## src/rtl/spi_master.sv

```systemverilog
// spi_master: mode-0 SPI initiator, one byte per valid/ready handshake.
// Define SPI_MASTER_LSB_FIRST_EN to shift LSB first (default MSB first).
module spi_master #(
  parameter int CLK_DIV  = 4,
  parameter int CS_SETUP = 2,
  parameter int CS_HOLD  = 2,
  parameter int CS_IDLE  = 4
) (
  input  logic       clk,
  input  logic       rst,
  input  logic [7:0] tx_data,
  input  logic       tx_valid,
  input  logic       tx_last,
  output logic       tx_ready,
  output logic [7:0] rx_data,
  output logic       rx_valid,
  output logic       busy,
  output logic       spi_sck,
  output logic       spi_cs,
  output logic       spi_mosi,
  input  logic       spi_miso
);

  typedef enum logic [2:0] {
    IDLE,
    SETUP,
    SHIFT,
    NEXT,
    HOLD,
    GAP
  } state_t;

  localparam logic [15:0] DIV_END   = 16'(CLK_DIV - 1);
  localparam logic [15:0] SETUP_END = 16'(CS_SETUP - 1);
  localparam logic [15:0] HOLD_END  = 16'(CS_HOLD - 1);
  localparam logic [15:0] IDLE_END  = 16'(CS_IDLE - 1);

`ifdef SPI_MASTER_LSB_FIRST_EN
  function automatic logic first_bit(input logic [7:0] b);
    return b[0];
  endfunction
  function automatic logic [7:0] tx_shift(input logic [7:0] b);
    return {1'b0, b[7:1]};
  endfunction
  function automatic logic [7:0] rx_shift(input logic [7:0] b,
                                          input logic s);
    return {s, b[7:1]};
  endfunction
`else
  function automatic logic first_bit(input logic [7:0] b);
    return b[7];
  endfunction
  function automatic logic [7:0] tx_shift(input logic [7:0] b);
    return {b[6:0], 1'b0};
  endfunction
  function automatic logic [7:0] rx_shift(input logic [7:0] b,
                                          input logic s);
    return {b[6:0], s};
  endfunction
`endif

  state_t      state, state_n;
  logic [15:0] cnt, cnt_n;
  logic [2:0]  bit_cnt, bit_cnt_n;
  logic [7:0]  tx_sh, tx_sh_n;
  logic [7:0]  rx_sh, rx_sh_n;
  logic [7:0]  rx_data_n;
  logic        last_q, last_n;
  logic        rx_valid_n;
  logic        sck_n, cs_n, mosi_n;
  logic        half_end, byte_end, accept;

  assign half_end = (cnt == DIV_END);
  assign byte_end = (state == SHIFT) && half_end
                 && spi_sck && (bit_cnt == 3'd7);

  // The final high cycle of a non-last byte doubles as NEXT,
  // so a held tx_valid keeps the SCK cadence unbroken.
  assign tx_ready = (state == IDLE) || (state == NEXT)
                 || (byte_end && !last_q);
  assign accept   = tx_ready && tx_valid;
  assign busy     = (state != IDLE);

  always_comb begin
    state_n    = state;
    cnt_n      = cnt;
    bit_cnt_n  = bit_cnt;
    tx_sh_n    = tx_sh;
    rx_sh_n    = rx_sh;
    rx_data_n  = rx_data;
    rx_valid_n = 1'b0;
    last_n     = last_q;
    sck_n      = spi_sck;
    cs_n       = spi_cs;
    mosi_n     = spi_mosi;
    unique case (state)
      IDLE: begin
        if (accept) begin
          cs_n    = 1'b0;
          cnt_n   = '0;
          state_n = SETUP;
        end
      end
      SETUP: begin
        if (cnt == SETUP_END) begin
          cnt_n     = '0;
          bit_cnt_n = '0;
          mosi_n    = first_bit(tx_sh);
          state_n   = SHIFT;
        end else begin
          cnt_n = cnt + 16'd1;
        end
      end
      SHIFT: begin
        if (!half_end) begin
          cnt_n = cnt + 16'd1;
        end else begin
          cnt_n = '0;
          sck_n = !spi_sck;
          if (!spi_sck) begin
            rx_sh_n = rx_shift(rx_sh, spi_miso);
          end else if (bit_cnt != 3'd7) begin
            bit_cnt_n = bit_cnt + 3'd1;
            tx_sh_n   = tx_shift(tx_sh);
            mosi_n    = first_bit(tx_shift(tx_sh));
          end else begin
            rx_valid_n = 1'b1;
            rx_data_n  = rx_sh;
            state_n    = last_q ? HOLD : NEXT;
          end
        end
      end
      NEXT: begin
        sck_n = 1'b0;
      end
      HOLD: begin
        if (cnt == HOLD_END) begin
          cs_n    = 1'b1;
          cnt_n   = '0;
          state_n = GAP;
        end else begin
          cnt_n = cnt + 16'd1;
        end
      end
      GAP: begin
        if (cnt == IDLE_END) begin
          cnt_n   = '0;
          state_n = IDLE;
        end else begin
          cnt_n = cnt + 16'd1;
        end
      end
      default: begin
        state_n = IDLE;
      end
    endcase
    if (accept) begin
      tx_sh_n = tx_data;
      last_n  = tx_last;
      if (state != IDLE) begin
        state_n   = SHIFT;
        cnt_n     = '0;
        bit_cnt_n = '0;
        mosi_n    = first_bit(tx_data);
      end
    end
  end

  always_ff @(posedge clk or posedge rst) begin
    if (rst) begin
      state    <= IDLE;
      cnt      <= '0;
      bit_cnt  <= '0;
      tx_sh    <= '0;
      rx_sh    <= '0;
      last_q   <= 1'b0;
      rx_data  <= '0;
      rx_valid <= 1'b0;
      spi_sck  <= 1'b0;
      spi_cs   <= 1'b1;
      spi_mosi <= 1'b0;
    end else begin
      state    <= state_n;
      cnt      <= cnt_n;
      bit_cnt  <= bit_cnt_n;
      tx_sh    <= tx_sh_n;
      rx_sh    <= rx_sh_n;
      last_q   <= last_n;
      rx_data  <= rx_data_n;
      rx_valid <= rx_valid_n;
      spi_sck  <= sck_n;
      spi_cs   <= cs_n;
      spi_mosi <= mosi_n;
    end
  end

endmodule

```

## config.mk

```make
export PLATFORM = sky130hd
export DESIGN_NAME = spi_master
export DESIGN_NICKNAME = d
export VERILOG_FILES = /design/src/rtl/spi_master.sv
export SDC_FILE = /design/constraint.sdc
export NUM_CORES = 1
export LEC_CHECK = 0
export BUFFER_PORTS_ARGS = -buffer_cell sky130_fd_sc_hd__buf_2
export CORE_ASPECT_RATIO = 1.1
export CORE_MARGIN = 2
export CORE_UTILIZATION = 40
export CTS_CLUSTER_DIAMETER = 80
export DETAILED_ROUTE_END_ITERATION = 7
export GPL_TIMING_DRIVEN = 0
export PLACE_DENSITY = 0.58
export SLEW_MARGIN = 20
export SYNTH_ARGS = -nofsm -noshare
export SYNTH_HDL_FRONTEND = slang
export SYNTH_SLANG_ARGS = --single-unit
```

## constraint.sdc

```tcl
create_clock -name clk -period 2.6 [get_ports clk]
set_input_delay 0.78 -clock clk [delete_from_list [all_inputs] [get_ports clk]]
set_output_delay 0.78 -clock clk [all_outputs]
set_load 0.1 [all_outputs]
```

==> flow_summary.yaml <==
clock_network:
  root_buffer: "clkbuf_8"
  clk_path_buf_depth: 2
  clkTransAtPathRegs_ns: 0.11
  cts_tree: "done"
  cts-buffers-inserted: 5
  hold_buffers: 0
  h-tree-depth: 2
  insertion_delay_ns: 0.31
  clock-sinks: 51
placed_design:
  dpl-instance-area_mm2: 0.00296
  post-place-ws_ns: -0.300
  placed_cells: 388
  hpwl_mm: 3.95
  place_congestion: 0.826
  port_buffers: 26
sta:
  hold_ws_ns: 0.490
  setup_tns_ns: 0
  period_minus_slack_ns: 2.59
  worst_pin_slew_ns: 0.635
  rsz0062_at_grt: "yes"
  final_max_slew_viol_count: 0
  hold_viol: 0
  layout_setup_ws_ns: 0.0145
  fin_worst_skew_ns: 0.00883
  max-slew-margin-rel_pct: 57.6
  setup_viol: 0
  fin_crit_sh_pct: 99.4
  fmax_ghz: 0.387
setup_path:
  worstPathArrival_ns: 1.81
  startpoint_type: "register"
  end_kind: "output port"
  crit_fanout: 8
  critical_path_class: "reg2out"
  cp.required_ns: 1.82
worst_hold_path:
  worstHoldPathType: "reg2reg"
global_route:
  grt_pass1_wl_mm: 10.4
  antenna_found_initial: 0
  grt_max_degree: 52
  grt_pass1_vias: 2170
  overflow: 0
  grt_use_total_pct: 17.7
die:
  die_x_um: 82.7
  boundaryPins: 27
  dieArea_mm2: 0.00748
  core_mm2: 0.00659
  fp.dieH_um: 90.5
  rows: 31
  start_util_pct: 41.3
logic_synthesis:
  yosysWarnings: 0
  netlist_instances: 280
  synth_top_area_share_pct: 46.0
  synth_area_mm2: 0.00272
  yosysUniqueCellTypes: 45
  async_reset_ff_share_pct: 100
  synth_area_leaders: "dfrtp_1 46%, mux2_1 11%, nand2_1 6.5%, o22ai_1 2.5%, nor2_1 2.1%"
  ys_seq_area_share_pct: 46.9
  synth_nets: 296
  synth_seq_cells: 51
  ys_dominant_reg_cell: "dfrtp_1"
  syn_area_per_cell_um2: 9.72
  synth_edf_count: 0
  synth_area_leader_cell: "dfrtp_1"
routing:
  drt-wirelength-per-cell_um: 14.6
  drt_pass1_iterations: 4
  drt_iter0_drc: 167
  routed_wl_mm: 5.88
  route.detailed.drc: 0
  vias: 2214
  viasPerCell: 5.51
  postRouteAntennaNets: 0
power_and_ir_drop:
  pwr_density_cell_mw_per_mm2: 948
  leakage_nw: 1.46
  peakVddDrop_v: 0.000711
  total_power_mw: 3.03
final_layout:
  layout.cells.non_filler: 402
  final_nets: 335
  layout-drive-gt1-share_pct: 21.6
  syn_to_final_growth_pct: 17.5
  final_cell_mix: "45 x nand2_1, 43 x dfrtp_1, 27 x mux2_1"
  final_common_cell: "nand2_1"
  n_antenna_cell: 0
  postLayoutCellArea_mm2: 0.00320
  fillers: 645
  final_util_pct: 48.5
outcome:
  status: "complete, no violations"
run:
  cap_viol_max_count: 0
-- what timing repair did --
item                                   4_1_cts  5_1_grt
gates resized for setup                     20        2
buffers inserted                             5        1
endpoints found under the hold margin        0        0
pin swaps                                    4        1
setup endpoints to repair                    1        2
-- worst paths after layout --
path,slack [ns],start,cells after the start,endpoint
max in group asynchronous,1.58,rst,2,cnt[2]
setup / recovery,0.01,cnt[7],6,tx_ready
min in group asynchronous,0.53,rst,2,rx_data[7]
setup reg to reg,0.15,cnt[8],6,cnt[4]
hold / removal,0.49,rx_data[5],1,rx_data[5]
hold reg to reg,0.49,rx_data[5],1,rx_data[5]
-- metal layers --
metal  up-vias  GRT usage [%]  wire length (um)
li1       1088              -                 -
met1      1096           26.3              2900
met2        25           26.4              2770
met3         5           3.30               143
met4         0           4.51                61
met5         -              0                 0
-- area by class of cell --
type	count	area, um^2	area share (%)
clock buffers	5	68.8	2.15
flip-flops and latches	51	1290	40.2
plain buffers	9	58.8	1.84
clock inverters	3	27.5	0.860
well taps	82	103	3.21
repair buffers	32	193	6.02
multi-input cells	212	1430	44.7
inverters	8	32.5	1.02
-- registers in the layout, indices dropped and copies added (netlist names) --
register  flops
cnt          16
state         3
last_q        1
rx_data       8
tx_sh         8
rx_valid      1
bit_cnt       3
spi_mosi      1
spi_sck       1
rx_sh         8
spi_cs        1
-- logic make-up (layout without fill, tap and decap cells) --
family                   after synthesis  count (layout)  synth area share [%]
AO/OA/AOI/OAI                         55              55                  13.5
AND/OR/NAND/NOR                      125             125                  23.3
multiplexers                          29              29                  11.9
adder cells (fa/ha/maj)                3               3                  1.38
buffers and inverters                 17              57                  3.03
flip-flops                            51              51                  46.9
-- Yosys cell counts, types with 5 or more instances --
library cell,number
dfrtp_1,50
nand2_1,47
mux2_1,27
nor2_1,15
o22ai_1,11
nand3_1,10
a21oi_1,8
and2_1,8
inv_1,8
nor3_1,8
o21ai_0,8
nand4_1,7
o211ai_1,6
nor4_1,5
o21ai_1,5
-- report_power, final --
part,leakage (nW),internal (mW),switching [mW]
Sequential,0.648,1.02,0.257
Combinational,0.764,0.545,0.708
Clock,0.0467,0.200,0.300
Total,1.46,1.77,1.27
-- worst max-delay path: stages, from the launching register on --
cell and delay (ns):
dfrtp_2 0.48, nor4_4 0.28, and4_1 0.23, buf_6 0.11, a31oi_4 0.10, nand2_2 0.10
buf_12 0.17
(Power assumes the default switching activity.)
